<file path="src/rtl/detect_sched.sv">
// Round-robin scheduler that time-shares one A/B sequence detector among N_REQ requesters.
// Optional macro HIT_CNT_EN adds per-channel saturating hit counters on port hit_cnt.
module detect_sched #(
    parameter int N_REQ   = 4,
    parameter int TIMEOUT = 16,
    parameter int CNT_W   = 8
) (
    input  logic             clk,
    input  logic             reset,
    input  logic [N_REQ-1:0] req,
    input  logic [N_REQ-1:0] a_in,
    input  logic [N_REQ-1:0] b_in,
    input  logic             det_q,
    output logic             det_a,
    output logic             det_b,
    output logic             det_clr,
    output logic [N_REQ-1:0] gnt,
    output logic [N_REQ-1:0] hit,
    output logic [N_REQ-1:0] tmo,
    output logic             busy
`ifdef HIT_CNT_EN
    ,
    output logic [N_REQ*CNT_W-1:0] hit_cnt
`endif
);

    localparam int PW = (N_REQ > 1) ? $clog2(N_REQ) : 1;
    localparam int TW = $clog2(TIMEOUT);

    typedef enum logic [1:0] {IDLE, CLEAR, RUN, RELEASE} state_t;

    state_t            state;
    logic [PW-1:0]     ptr;
    logic [PW-1:0]     g;
    logic [TW-1:0]     timer;
    logic [PW-1:0]     sel;
    logic [PW-1:0]     off;
    logic [PW:0]       sum;
    logic [2*N_REQ-1:0] rot;
    logic [PW-1:0]     ptr_nxt;
    logic              run_hit;

    if (N_REQ < 2 || TIMEOUT < 3 || CNT_W < 1) begin : g_bad_cfg
        $error("detect_sched: parameter out of range");
    end

    // Rotate requests so the search starts at ptr; lowest set bit of the rotated vector wins.
    always_comb begin
        rot = {req, req} >> ptr;
        off = '0;
        for (int j = N_REQ - 1; j >= 0; j--) begin
            if (rot[j]) off = PW'(j);
        end
        sum = {1'b0, ptr} + {1'b0, off};
        sel = (sum >= (PW+1)'(N_REQ)) ? PW'(sum - (PW+1)'(N_REQ)) : PW'(sum);
    end

    assign ptr_nxt = (g == PW'(N_REQ - 1)) ? '0 : g + 1'b1;
    assign run_hit = (state == RUN) && det_q;

    // Steering is purely combinational so the detector sees stimulus in the same RUN cycle.
    assign det_a = (state == RUN) && a_in[g];
    assign det_b = (state == RUN) && b_in[g];

    always_ff @(posedge clk or negedge reset) begin
        if (!reset) begin
            state   <= IDLE;
            ptr     <= '0;
            g       <= '0;
            timer   <= '0;
            gnt     <= '0;
            hit     <= '0;
            tmo     <= '0;
            det_clr <= 1'b0;
            busy    <= 1'b0;
        end else begin
            unique case (state)
                IDLE: begin
                    hit <= '0;
                    tmo <= '0;
                    if (|req) begin
                        g       <= sel;
                        gnt     <= N_REQ'(1) << sel;
                        det_clr <= 1'b1;
                        busy    <= 1'b1;
                        state   <= CLEAR;
                    end else begin
                        gnt     <= '0;
                        det_clr <= 1'b0;
                        busy    <= 1'b0;
                    end
                end
                CLEAR: begin
                    det_clr <= 1'b0;
                    timer   <= '0;
                    state   <= RUN;
                end
                RUN: begin
                    timer <= timer + 1'b1;
                    // Hit outranks timeout, which outranks a requester abort.
                    if (det_q) begin
                        hit   <= gnt;
                        gnt   <= '0;
                        state <= RELEASE;
                    end else if (timer == TW'(TIMEOUT - 1)) begin
                        tmo   <= gnt;
                        gnt   <= '0;
                        state <= RELEASE;
                    end else if (!req[g]) begin
                        gnt   <= '0;
                        state <= RELEASE;
                    end
                end
                RELEASE: begin
                    hit   <= '0;
                    tmo   <= '0;
                    busy  <= 1'b0;
                    ptr   <= ptr_nxt;
                    state <= IDLE;
                end
                default: state <= IDLE;
            endcase
        end
    end

`ifdef HIT_CNT_EN
    for (genvar i = 0; i < N_REQ; i++) begin : g_cnt
        logic [CNT_W-1:0] cnt;
        always_ff @(posedge clk or negedge reset) begin
            if (!reset) begin
                cnt <= '0;
            end else if (run_hit && (g == PW'(i)) && (cnt != {CNT_W{1'b1}})) begin
                cnt <= cnt + 1'b1;
            end
        end
        assign hit_cnt[i*CNT_W +: CNT_W] = cnt;
    end
`else
    logic unused_hit;
    assign unused_hit = run_hit;
`endif

endmodule

</file>
<file path="config.mk">
export PLATFORM = sky130hd
export DESIGN_NAME = detect_sched
export DESIGN_NICKNAME = d
export VERILOG_FILES = /design/src/rtl/detect_sched.sv
export SDC_FILE = /design/constraint.sdc
export NUM_CORES = 1
export LEC_CHECK = 0
export BUFFER_PORTS_ARGS = -buffer_cell sky130_fd_sc_hd__buf_2
export CAP_MARGIN = 10
export CORE_MARGIN = 2
export CORE_UTILIZATION = 54
export DETAILED_ROUTE_END_ITERATION = 16
export HOLD_SLACK_MARGIN = 0.03
export PLACE_DENSITY = 0.77
export SLEW_MARGIN = 30
export SYNTH_ARGS = -nofsm -noshare
export SYNTH_HDL_FRONTEND = slang
export SYNTH_SLANG_ARGS = --single-unit
</file>
<file path="constraint.sdc">
create_clock -name clk -period 2.35 [get_ports clk]
set_clock_uncertainty 0.2 [all_clocks]
set_input_delay 0.3525 -clock clk [delete_from_list [all_inputs] [get_ports clk]]
set_output_delay 0.3525 -clock clk [all_outputs]
set_load 0.05 [all_outputs]
</file>
Word-level counts from Yosys, hierarchy flattened
Cells that the tools add are included.
{"block": "op_classes", "addsub": 4, "order_cmp": 2, "eq_ne": 10, "n_shift": 2, "n_mux": 31, "n_reduce_logical": 15}
{"operator": "4-bit one-hot mux with 2 select lines", "count": 4}
{"operator": "4-bit 2-to-1 mux", "count": 7}
{"operator": "2-bit 2-to-1 mux", "count": 10}
{"operator": "2-bit nonzero test", "count": 5}
{"operator": "2-bit one-hot mux with 4 select lines", "count": 1}
{"operator": "2-bit AND reduction", "count": 4}
{"operator": "8-bit by 2-bit right shift with 4-bit output", "count": 1}
{"operator": "1-bit binary-select mux with 2-bit select", "count": 3}
{"operator": "2-bit == test, second input constant", "count": 3}
{"operator": "2-bit inequality test, second input constant", "count": 3}
{"operator": "4-bit by 1-bit adder with 4-bit output, second input constant", "count": 1}
{"operator": "4-bit == test, second input constant", "count": 1}
{"operator": "1-bit 2-to-1 mux", "count": 4}
{"operator": "4-bit inequality test, second input constant", "count": 1}
{"operator": "1-bit one-hot mux with 2 select lines", "count": 2}
{"operator": "4-bit OR reduction", "count": 1}
{"operator": "1-bit by 2-bit left shift with 4-bit output, first input constant", "count": 1}
{"operator": "2-bit by 2-bit adder with 3-bit output", "count": 1}
{"operator": "3-bit greater-or-equal comparator, second input constant", "count": 1}
{"operator": "2-bit by 3-bit less-than comparator with 1-bit output, second input constant", "count": 1}
{"operator": "3-bit AND reduction", "count": 1}
{"operator": "2-bit by 1-bit adder with 2-bit output, second input constant", "count": 1}
{"operator": "2-bit by 1-bit == test with 1-bit output, second input constant", "count": 1}
{"operator": "1-bit logical AND", "count": 2}
{"operator": "4 further kinds", "count": 4}
{"block": "totals", "register_bits": 24, "inputBits": 15, "out_inout_bits": 16, "elab_cells": 73}

Depth between registers and ports, before layout
Gate-level depths: netlist of the first run.
{"block": "depth", "depth_word": 11, "depth_mapped": 9, "mapped_depth_nobuf": 8}

Least setup slack after synthesis of the first run
OpenSTA, ideal clock, no wires.
{"block": "synth_timing", "path_kind": "in2reg", "startpoint": "in req[1]", "endpoint": "reg gnt[1]", "setup_ns": 0.122, "t_arrival_ns": 1.722, "t_required_ns": 2.028, "setup_slack_ns": 0.306, "stages": 9, "path_buffers": 1, "path_cell_list": "buf_6 or2b_1 o22ai_1 o21ai_0 o221ai_1 ha_1 xnor2_1 xnor2_2 a32o_1"}
{"block": "synth_via", "elab_chain_cells": 11, "word_cells_on_any_way": 17}
{"item": "start, declared", "line": "10", "source": "input logic [N_REQ-1:0] req,"}
{"item": "8-bit by 2-bit right shift with 4-bit output", "line": "49", "source": "rot = {req, req} >> ptr;"}
{"item": "2-bit 2-to-1 mux (4 in series)", "line": "52", "source": "if (rot[j]) off = PW'(j);"}
{"item": "2-bit by 2-bit adder with 3-bit output", "line": "54", "source": "sum = {1'b0, ptr} + {1'b0, off};"}
{"item": "3-bit greater-or-equal comparator or 2-bit by 1-bit subtractor with 2-bit output (tied branches)", "line": "55", "source": "sel = (sum >= (PW+1)'(N_REQ)) ? PW'(sum - (PW+1)'(N_REQ)) : PW'(sum);"}
{"item": "2-bit 2-to-1 mux", "line": "55"}
{"item": "1-bit by 2-bit left shift with 4-bit output", "line": "83", "source": "gnt <= N_REQ'(1) << sel;"}
{"item": "4-bit 2-to-1 mux", "line": "81", "source": "if (|req) begin"}
{"item": "4-bit one-hot mux with 2 select lines", "line": "77", "source": "unique case (state)"}
{"item": "end signal, assigned", "line": "83"}
{"item": "end, declared", "line": "17", "source": "output logic [N_REQ-1:0] gnt,"}
Several ways; a longest one is shown, not always the timed one. The select of a mux whose other input is x is not followed.
A chain may end at the register's enable or synchronous reset.

Worst setup path after layout of the first run
{"block": "layout_timing", "startpoint": "reg g[0]", "endpoint": "out det_b"}
{"block": "layout_via", "elab_chain_cells": 3}
{"item": "start, declared", "line": "34", "source": "logic [PW-1:0] g;"}
{"item": "start signal, assigned", "line": "82", "source": "g <= sel;"}
{"item": "1-bit binary-select mux with 2-bit select", "line": "63", "source": "assign det_b = (state == RUN) && b_in[g];"}
{"item": "1-bit 2-to-1 mux (implied by the code)", "line": "63"}
{"item": "1-bit logical AND", "line": "63"}
{"item": "end, declared", "line": "15", "source": "output logic det_b,"}
Every way passes these cells. The select of a mux whose other input is x is not followed.

==> metrics.md, run 1 <==
| Metric | Value |
|---|---|
| Min setup slack post-route | `105 ps` |
| Port Buf Inserts | `30` |
| Worst path cell trace | `mux4_2 -> and2_1 -> buf_2` |
| Area Overhead vs Synth | `13.5%` |
| First-pass GRT wire length | `~4700 um` |
| Setup bufs post-CTS | `0` |
| CTS tree | `done` |
| Synth top area share | `41.1%` |
| Slew HR | `64.9%` |
| Max Clock Freq | `0.445 GHz` |
| Static leakage | `around 0.0008 uW` |
| Max stage delay cell, worst path | `mux4_2` |
| Setup-failing EPs final | `0` |
| Share of layout cells above drive strength 1 | `35.8%` |
| HPWL after detailed placement | `between 2000 and 2500 um` |
| GP Congestion | `~0.76` |
| WL met2 | `~1400 um` |
| N_diodes | `0` |
| Per-cell routed wire length | `14.3 um` |
| Initial Utilization | `57.9%` |
| Buf/Inv on CP | `1` |
| Num CTS Buffers | `3` |
| DR vias/cell | `~5.5` |
| Slew @ Worst Pin | `around 530 ps` |
| Fin crit period | `2250 ps` |
| DRT iter0 DRCs | `16` |
| Top post-synthesis cells by area | `dfrtp_1, mux2_2, ha_1` |
| Max-cap violations | `0` |
| Post-route ant nets | `0` |
| Dpl cell area | `about 1600 um2` |
| Mapped Nets | `154` |
| GR Util All Layers | `between 10% and 20%` |
| Critical Path RT | `between 1500 and 2000 ps` |
| Row count | `18` |
| Final Hold Viols | `0` |
| Die Y-Extent | `56 um` |
| Period utilization | `95.5%` |
| Worst vdd ir | `around 1 mV` |
| Yosys top cell by area | `dfrtp_1` |
| Chip width | `roughly 56 um` |
| Post-layout net count | `roughly 180` |
| Ys flop type | `dfrtp_1` |
| Post-route cell area | `about 1700 um2` |
| GRT Residual Overflow | `0` |
| EDFF count, synth | `0` |
| First drt pass iteration count | `4` |
| Post-Place Cells | `184` |
| Clk root buf | `clkbuf_4` |
| Placement Setup Slack | `~150 ps` |
| Setup CP Type | `reg2out` |
| Worst EP arrival | `1690 ps` |
| M1 WL | `between 1000 and 1500 um` |
| H-tree level count | `1` |
| Status | `completed` |
| Crit. End Element | `primary output` |
| Fin Setup TNS | `0 ps` |
| Non-filler cells, final | `between 150 and 200` |
| Final slew viol count | `0` |
| Worst setup path start | `g[0]` |
| DIE AREA | `about 3100 um2` |
| Delay-heaviest family, CP | `multiplexers` |
| Avg Synthesized Cell Area | `roughly 11 um2` |
| Crit-path max FO | `6` |
| Via count | `1,039` |
| Vias in the first global route | `roughly 1,000` |
| Power Dens Cells | `1420 nW/um2` |
| Unique cell type count in the Yosys netlist | `37` |
| Asr flop ratio synth | `between 90% and 100%` |
| Highest routed layer | `met4` |
| Most numerous cell in the Yosys netlist | `dfrtp_1` |
| Yosys Warn Count | `0` |
| Number of antenna violations at the first check in global routing | `0` |
| Core area | `roughly 2500 um2` |
| Met3 wire length | `52 um` |
| RSZ-0062 raised after global routing | `false` |
| HP Class | `in2async` |
| Synth Instances | `~130` |
| Clock Latency Late Sink | `between 300 and 400 ps` |
| I/O pins | `31` |
| Worst-path clk slew | `~140 ps` |
| DRC violations left | `0` |
| Hold Worst Slack | `308 ps` |
| Commonest cells in the netlist | `dfrtp_1, nand2_1, mux2_2, o21ai_0` |
| TritonCTS Sinks | `24` |
| Critical Path Max Stage Delay | `520 ps` |
| Largest net degree at the start of global routing | `25` |
| Reg-to-Reg Start | `ptr[1]` |
| Synthesized area | `between 1000 and 1500 um2` |
| Clock tree buffer depth | `2` |
| Flop and latch count out of synthesis | `24` |
| Startpoint Class | `flop` |
| Sequential fraction of the synthesis area | `41.1%` |
| Final wirelength | `between 2000 and 3000 um` |
registers in the layout (all words and copies together) (netlist names):
name     flops
state        2
gnt          4
det_clr      1
g            2
busy         1
hit          4
timer        4
ptr          2
tmo          4
logic make-up (layout without fill, tap and decap cells):
group / Yosys count / count (layout) / synth area share [%]
compound gates: 25 / 25 / 14.1
xor+xnor: 2 / 2 / 1.71
fa+ha+maj: 8 / 8 / 6.86
buf+inv: 12 / 40 / 5.14
flops: 24 / 24 / 41.1
mux: 16 / 16 / 14.7
simple gates: 44 / 44 / 16.4
cell usage in the layout (no fill, tap or decap), drive strengths merged, types with 3 or more instances in the layout:
cell and count:
nand2 14, mux4 3, nand3 5, inv 5, ha 8, o21ai 11, buf 30, and2 6
dfrtp 24, nor2 9, nand2b 4, clkbuf 3, mux2 11
area by class of cell:
cell class              count  area (um2)
clock buffers               3        22.5
clock inverters             1        30.0
fillers                   192         865
inverters                   5        18.8
multi-input cells          95         787
flip-flops and latches     24         602
well taps                  30        37.5
repair buffers             31         160
path summary, 6_finish.rpt:
kind	slack, ps	depth (start not counted)	endpoint
min in group clk	310	2	busy
worst max-delay path	100	3	det_b
worst min-delay path	310	2	timer[2]
max in group asynchronous	1250	2	ptr[0]
worst min register to register	310	2	busy
worst max register to register	240	7	gnt[1]
per-stage QoR:
stage / utilization, % / power [uW]
global route: 65.7 / 2530
finish: 65.7 / 2360
global placement: 63.1 / 2010
CTS: 65.6 / 2370
floorplan: - / 1810
detailed placement: 63.1 / 2070
metal layers:
layer | up-vias | GRT usage [%]
li1 | 519 | -
met1 | 502 | 25.0
met2 | 13 | 29.7
met3 | 5 | 2.33
met4 | 0 | 7.14
met5 | - | 0
where the power goes:
part           internal [uW]  switching (uW)  total, uW
Sequential               566             156        722
Combinational            506             825       1330
Clock                    173             132        305
what timing repair did:
| action | 4_1_cts | 5_1_grt |
|---|---|---|
| hold endpoints to repair | 24 | 0 |
| hold buffers | 1 | 0 |
| setup endpoints to repair | 0 | 3 |
| gates resized for setup | 0 | 2 |
Power figures use the tool's default switching activity.
==> inputs of run 2 (changes only) <==
--- a/config.mk
+++ b/config.mk
@@ -11,7 +11,7 @@
 export CORE_UTILIZATION = 54
 export DETAILED_ROUTE_END_ITERATION = 16
 export HOLD_SLACK_MARGIN = 0.03
-export PLACE_DENSITY = 0.77
+export PLACE_DENSITY = 0.79
 export SLEW_MARGIN = 30
 export SYNTH_ARGS = -nofsm -noshare
 export SYNTH_HDL_FRONTEND = slang
==> run 2 against run 1 <==
Net effect:
- worst hold slack improved by 1.1 ps
- sequential share of layout area down 0.53 points
- total power is 1.6% higher
- die area unchanged
- maximum frequency decreased by 0.11%
- first-iteration DRC count grew 75%
- design area grew 1.3%
==> metrics.md, run 2 (synthesis results as in run 1) <==
| Metric | Value |
|---|---|
| Num CTS Buffers | `3 (unchanged)` |
| I/O pins | `31 (unchanged)` |
| Internal Power | `1270 uW (was 1240 uW)` |
| HP Class | `reg2reg (was in2async)` |
| R2R Setup Slk | `200 ps (was 240 ps)` |
| Routing usage on met3 | `1.40% (was 2.33%)` |
| Period utilization | `95.6% (was 95.5%)` |
| Port Buf Inserts | `30 (unchanged)` |
| GR Util All Layers | `18.8% (was 18.4%)` |
| Top Usage Layer GRT | `met2 (unchanged)` |
| Worst vdd ir | `0.886 mV (was 0.978 mV)` |
| Setup CP Type | `reg2out (unchanged)` |
| DR vias/cell | `5.55 (was 5.50)` |
| First drt pass iteration count | `4 (unchanged)` |
| Final wirelength | `2700 um (about the same)` |
| Crit. End Element | `primary output (unchanged)` |
| Via count | `1,066 (was 1,039)` |
| Number of antenna violations at the first check in global routing | `0 (unchanged)` |
| DRT iter0 DRCs | `28 (was 16)` |
| DRC violations left | `0 (unchanged)` |
| Clock tree buffer depth | `2 (unchanged)` |
| Commonest non-fill, non-tap cell in the layout | `buf_2 (unchanged)` |
| Slew HR | `64.7% (was 64.9%)` |
| Reg power frac | `29.3% (was 30.6%)` |
| Initial Utilization | `57.9% (unchanged)` |
| N_diodes | `0 (unchanged)` |
| CTS tree | `done (unchanged)` |
| Clk pwr share | `12.5% (was 12.9%)` |
| Area Overhead vs Synth | `15.0% (was 13.5%)` |
| TritonCTS Sinks | `24 (unchanged)` |
| Fin crit period | `2250 ps (about the same)` |
| Switching part of the total | `46.9% (was 47.2%)` |
| Clk root buf | `clkbuf_4 (unchanged)` |
| Share of layout cells above drive strength 1 | `36.4% (was 35.8%)` |
| Final slew viol count | `0 (unchanged)` |
| Static leakage | `0.000812 uW (was 0.000796 uW)` |
| Setup-failing EPs final | `0 (unchanged)` |
| Worst-path clk slew | `130 ps (was 140 ps)` |
| Largest net degree at the start of global routing | `25 (unchanged)` |
| Startpoint Class | `flop (unchanged)` |
| Worst EP arrival | `1700 ps (was 1690 ps)` |
| Fin Setup TNS | `0 ps (unchanged)` |
| Comb power frac | `58.1% (was 56.4%)` |
| RSZ-0062 raised after global routing | `false (unchanged)` |
| Max Clock Freq | `0.445 GHz (about the same)` |
| Per-cell routed wire length | `14.1 um (was 14.3 um)` |
| Status | `completed (unchanged)` |
| Chip width | `56 um (unchanged)` |
| GP Congestion | `0.803 (was 0.759)` |
| DIE AREA | `3140 um2 (unchanged)` |
| Core Util, Final | `66.6% (was 65.7%)` |
| Die Y-Extent | `56 um (unchanged)` |
| Max-cap violations | `0 (unchanged)` |
| Crit-path max FO | `6 (unchanged)` |
| Met1 usage in global routing | `23.7% (was 25.0%)` |
| H-tree level count | `1 (unchanged)` |
| Fill count | `202 (was 192)` |
| Critical Path RT | `1800 ps (about the same)` |
| Power Dens Cells | `1430 nW/um2 (was 1420 nW/um2)` |
| Core area | `2520 um2 (unchanged)` |
| Commonest cells after routing, fill and taps aside | `buf_2, dfrtp_1, nand2_1 (unchanged)` |
| Switch Pwr | `1120 uW (was 1110 uW)` |
| Clock Latency Late Sink | `320 ps (was 330 ps)` |
| Slew @ Worst Pin | `530 ps (was 527 ps)` |
| GRT Residual Overflow | `0 (unchanged)` |
| Final Hold Viols | `0 (unchanged)` |
| Vias in the first global route | `1,045 (was 1,012)` |
| Post-layout net count | `186 (was 183)` |
| Post-route ant nets | `0 (unchanged)` |
| Row count | `18 (unchanged)` |
| HPWL after detailed placement | `2030 um (was 2050 um)` |
| First-pass GRT wire length | `4720 um (was 4650 um)` |
| Met2 GRT Util | `32.8% (was 29.7%)` |
-- run 2: changes by cell type in the layout (fill, tap and decap cells not counted), sizes merged --
cell,delta
buf,+3
-- run 2: area by class of cell --
class,count,area [um2],share of cell area (%)
Sequential cell,24,601,35.8
Clock inverter,1,30.0,1.79
Tap cell,30,37.5,2.24
Clock buffer,3,22.5,1.34
Multi-Input combinational cell,95,787,46.9
Inverter,5,18.8,1.12
Timing Repair Buffer,34,183,10.9
-- run 2: power by group through the flow --
stage | Sequential (uW) | Combinational [uW] | Clock, uW
after global routing | 730 | 1520 | 322
after detailed placement | 712 | 1390 | 0
after CTS | 704 | 1400 | 309
final | 702 | 1390 | 300
after global placement | 702 | 1360 | 0
after floorplan | 937 | 874 | 0
-- run 2: path summary, 6_finish.rpt --
path / from / endpoint / cells past startpoint
min in group asynchronous: reset / timer[1] / 2
max: g[0] / det_b / 3
max reg2reg: ptr[0] / gnt[1] / 8
max in group asynchronous: reset / hit[3] / 2
min: busy / busy / 2
min reg2reg: busy / busy / 2
-- run 2: stage by stage --
step                      hold slack [ps]  instances  total power (uW)  setup slack (ps)  cell area (um2)
after floorplan                      -143        131              1810               306             1460
after global placement                151        187              2060               202             1610
after detailed placement              164        187              2100              92.7             1610
after CTS                             313        192              2420              52.2             1680
after global routing                  334        192              2570              9.97             1680
final                                 309        192              2400               102             1680
-- run 2: repair_timing --
action	4_1_cts	5_1_grt
resized for setup	0	1
endpoints found under the hold margin	24	0
hold buffers	1	0
setup endpoints to repair	0	2
setup buffers	0	0
-- run 2: metal layers --
layer / routed length, um / part of all wire (%)
met5: 0 / 0
met4: 59 / 2.2
met3: 60 / 2.2
met1: 1210 / 45
met2: 1380 / 51
-- run 2: critical path, cell delays in order (launching register included) --
cell and delay (ps):
dfrtp_1 490, mux4_2 520, and2_1 160, buf_2 200
==> inputs of run 3 (changes only) <==
--- a/config.mk
+++ b/config.mk
@@ -5,13 +5,14 @@
 export SDC_FILE = /design/constraint.sdc
 export NUM_CORES = 1
 export LEC_CHECK = 0
+export ABC_AREA = 1
 export BUFFER_PORTS_ARGS = -buffer_cell sky130_fd_sc_hd__buf_2
 export CAP_MARGIN = 10
 export CORE_MARGIN = 2
-export CORE_UTILIZATION = 54
+export CORE_UTILIZATION = 53
 export DETAILED_ROUTE_END_ITERATION = 16
 export HOLD_SLACK_MARGIN = 0.03
-export PLACE_DENSITY = 0.79
+export PLACE_DENSITY = 0.78
 export SLEW_MARGIN = 30
 export SYNTH_ARGS = -nofsm -noshare
 export SYNTH_HDL_FRONTEND = slang
==> constraint.sdc (replaced) <==
create_clock -name clk -period 2.35 [get_ports clk]
set_clock_uncertainty 0.2 [all_clocks]
set_input_delay 0.47 -clock clk [delete_from_list [all_inputs] [get_ports clk]]
set_output_delay 0.47 -clock clk [all_outputs]
set_load 0.05 [all_outputs]
==> run 3 against run 2 <==
Net effect:
- non-clock buffer count decreased by 3
- total power increased by 11%
- synthesized cell count increased by 38%
- highest routed layer unchanged
- clock-buffer cell count unchanged
- critical path type unchanged
- wire length increased by 9.5%
- sequential power increased by 4.4%
- largest cell class unchanged
- worst hold slack got worse by 12 ps
- global-route usage increased by 0.80 points
- sequential cell count unchanged
- clock power about the same
- critical path depth increased by 2
- area after synthesis decreased by 4.2%
==> metrics.md, run 3 <==
| Metric | Value |
|---|---|
| Status | `completed (unchanged)` |
| EDFF count, synth | `0 (unchanged)` |
| Dpl cell area | `1580 um2 (was 1610 um2)` |
| Die Y-Extent | `55.4 um (was 56 um)` |
| Top post-synthesis cells by area | `dfrtp_1, nand2_1, ha_1 (was dfrtp_1, mux2_2, ha_1)` |
| M1 WL | `1350 um (was 1210 um)` |
| Static leakage | `0.000886 uW (was 0.000812 uW)` |
| Post-Place Cells | `240 (was 187)` |
| Synth Instances | `181 (was 131)` |
| Number of antenna violations at the first check in global routing | `0 (unchanged)` |
| HP Class | `reg2reg (unchanged)` |
| Flop and latch count out of synthesis | `24 (unchanged)` |
| Reg-to-Reg Start | `ptr[0] (unchanged)` |
| DRT iter0 DRCs | `79 (was 28)` |
| Post-route ant nets | `0 (unchanged)` |
| Share of layout cells above drive strength 1 | `25.6% (was 36.4%)` |
| Critical Path RT | `1680 ps (was 1800 ps)` |
| HPWL after detailed placement | `2270 um (was 2030 um)` |
| Setup-failing EPs final | `0 (unchanged)` |
| Via count | `1,303 (was 1,066)` |
| TritonCTS Sinks | `24 (unchanged)` |
| Yosys Warn Count | `0 (unchanged)` |
| Commonest non-fill, non-tap cell in the layout | `nand2_1 (was buf_2)` |
| Per-cell routed wire length | `12.1 um (was 14.1 um)` |
| Most numerous cell in the Yosys netlist | `nand2_1 (was dfrtp_1)` |
| Setup CP Type | `reg2out (unchanged)` |
| Largest net degree at the start of global routing | `25 (unchanged)` |
| First drt pass iteration count | `6 (was 4)` |
| Internal Power | `1240 uW (was 1270 uW)` |
| Worst setup path start | `state[0] (was g[0])` |
| Reg power frac | `27.5% (was 29.3%)` |
| Unique cell type count in the Yosys netlist | `24 (was 37)` |
| Tot Pwr | `2660 uW (was 2400 uW)` |
| H-tree level count | `1 (unchanged)` |
| GRT Residual Overflow | `0 (unchanged)` |
| Setup bufs post-CTS | `0 (unchanged)` |
| DIE AREA | `3070 um2 (was 3140 um2)` |
| Synth top area share | `42.9% (was 41.1%)` |
| Vias in the first global route | `1,180 (was 1,045)` |
| Clock Latency Late Sink | `310 ps (was 320 ps)` |
| Clk pwr share | `11.2% (was 12.5%)` |
| Startpoint Class | `flop (unchanged)` |
| Power Dens Cells | `1610 nW/um2 (was 1430 nW/um2)` |
| Highest routed layer | `met4 (unchanged)` |
| Max Clock Freq | `0.447 GHz (was 0.445 GHz)` |
| Area Overhead vs Synth | `18.3% (was 15.0%)` |
| Avg Synthesized Cell Area | `7.73 um2 (was 11.1 um2)` |
| DR vias/cell | `5.32 (was 5.55)` |
| Ys flop type | `dfrtp_1 (unchanged)` |
| GR Util All Layers | `19.6% (was 18.8%)` |
| Core Util, Final | `66.2% (was 66.6%)` |
| Comb power frac | `61.2% (was 58.1%)` |
| Crit. End Element | `primary output (unchanged)` |
| Slew @ Worst Pin | `556 ps (was 530 ps)` |
| Chip width | `55.4 um (was 56 um)` |
| DRC violations left | `0 (unchanged)` |
| I/O pins | `31 (unchanged)` |
| Hold Path Origin | `tmo[2] (was busy)` |
| Worst vdd ir | `0.995 mV (was 0.886 mV)` |
| Mapped Nets | `204 (was 154)` |
| WL met2 | `1490 um (was 1380 um)` |
| Final wirelength | `2960 um (was 2700 um)` |
| Post-route cell area | `1660 um2 (was 1680 um2)` |
| Core area | `2500 um2 (was 2520 um2)` |
| Fin crit period | `2240 ps (was 2250 ps)` |
| Period utilization | `95.1% (was 95.6%)` |
| Final slew viol count | `0 (unchanged)` |
| Worst-path clk slew | `140 ps (was 130 ps)` |
| Commonest cells in the netlist | `nand2_1, dfrtp_1, nor2_1 (was dfrtp_1, nand2_1, mux2_2, o21ai_0)` |
| Met3 wire length | `94 um (was 60 um)` |
| Post-layout net count | `239 (was 186)` |
| Yosys top cell by area | `dfrtp_1 (unchanged)` |
| Asr flop ratio synth | `100% (unchanged)` |
| Clk root buf | `clkbuf_4 (unchanged)` |
| Crit-path max FO | `6 (unchanged)` |
| Final Hold Viols | `0 (unchanged)` |
| Worst EP arrival | `1570 ps (was 1700 ps)` |
| N_diodes | `0 (unchanged)` |
| CTS tree | `done (unchanged)` |
| GP Congestion | `0.912 (was 0.803)` |
| Clock tree buffer depth | `2 (unchanged)` |
| Synthesized area | `1400 um2 (was 1460 um2)` |
| Switching part of the total | `53.5% (was 46.9%)` |
| Initial Utilization | `56.0% (was 57.9%)` |
| First-pass GRT wire length | `4890 um (was 4720 um)` |
| Commonest cells after routing, fill and taps aside | `nand2_1, buf_2, dfrtp_1 (was buf_2, dfrtp_1, nand2_1)` |
| Switch Pwr | `1420 uW (was 1120 uW)` |
| Non-filler cells, final | `245 (was 192)` |
| Sequential fraction of the synthesis area | `42.9% (was 41.1%)` |
| Port Buf Inserts | `30 (unchanged)` |
| Num CTS Buffers | `3 (unchanged)` |
| Slew HR | `62.9% (was 64.7%)` |
| Max-cap violations | `0 (unchanged)` |
| Row count | `18 (unchanged)` |
run 3: cell types whose count changed after synthesis, moves of 4 or more:
cell,delta
nand2_1,+39
and2_1,-6
nand3_1,+9
o21ai_0,+6
mux2_2,-11
inv_2,+4
inv_1,+7
nor2_1,+10
a21oi_1,+5
nand2_2,+6
run 3: metrics by stage:
step                setup slack [ps]  TNS (ps)  hold slack [ps]
floorplan                        112         0            -25.6
global route                   -17.9     -17.9              317
finish                           114         0              297
detailed placement               183         0              268
global placement                 249         0              261
CTS                             16.7         0              301
run 3: area by class of cell:
class                           count  area [um2]
Tap cell                           30        37.5
Multi-Input combinational cell    139         732
Timing Repair Buffer               31         165
Inverter                           17        65.1
Sequential cell                    24         603
Clock inverter                      1        30.0
Clock buffer                        3        22.5
Fill cell                         210         845
run 3: critical path, cell delays in order (launching register included):
cell	delay (ps)
dfrtp_2	470
inv_1	90
ha_2	240
inv_2	80
a21oi_1	120
clkbuf_4	250
run 3: power by group through the flow:
stage | Clock (uW) | Combinational (uW) | Sequential, uW
floorplan | 0 | 982 | 1020
global placement | 0 | 1570 | 723
detailed placement | 0 | 1620 | 735
CTS | 308 | 1630 | 726
global route | 331 | 1810 | 759
finish | 300 | 1630 | 733
run 3: final timing paths:
check / slack, ps / endpoint / cells past startpoint
worst max-delay path: 110 / det_a / 5
worst min-delay path: 300 / tmo[2] / 2
worst max register to register: 270 / gnt[3] / 13
worst min register to register: 300 / tmo[2] / 2
max in group asynchronous: 1100 / state[0] / 2
min in group asynchronous: 450 / gnt[2] / 2
run 3: what timing repair did:
action | in CTS | in global routing
endpoints found under the hold margin | 24 | 0
setup endpoints to repair | 0 | 3
hold buffers | 1 | 0
gates resized for setup | 0 | 5
run 3: layer usage:
| metal | up-vias | GRT usage, % |
|---|---|---|
| met4 | 0 | 8.01 |
| met3 | 2 | 3.28 |
| met5 | - | 0 |
| met1 | 615 | 23.0 |
| li1 | 655 | - |
| met2 | 31 | 35.0 |
run 3: logic make-up after synthesis:
family	synth area share, %
buffers and inverters	4.92
adder cells (fa/ha/maj)	7.16
XOR/XNOR	1.25
AND/OR/NAND/NOR	33.3
flip-flops	42.9
AO/OA/AOI/OAI	10.5
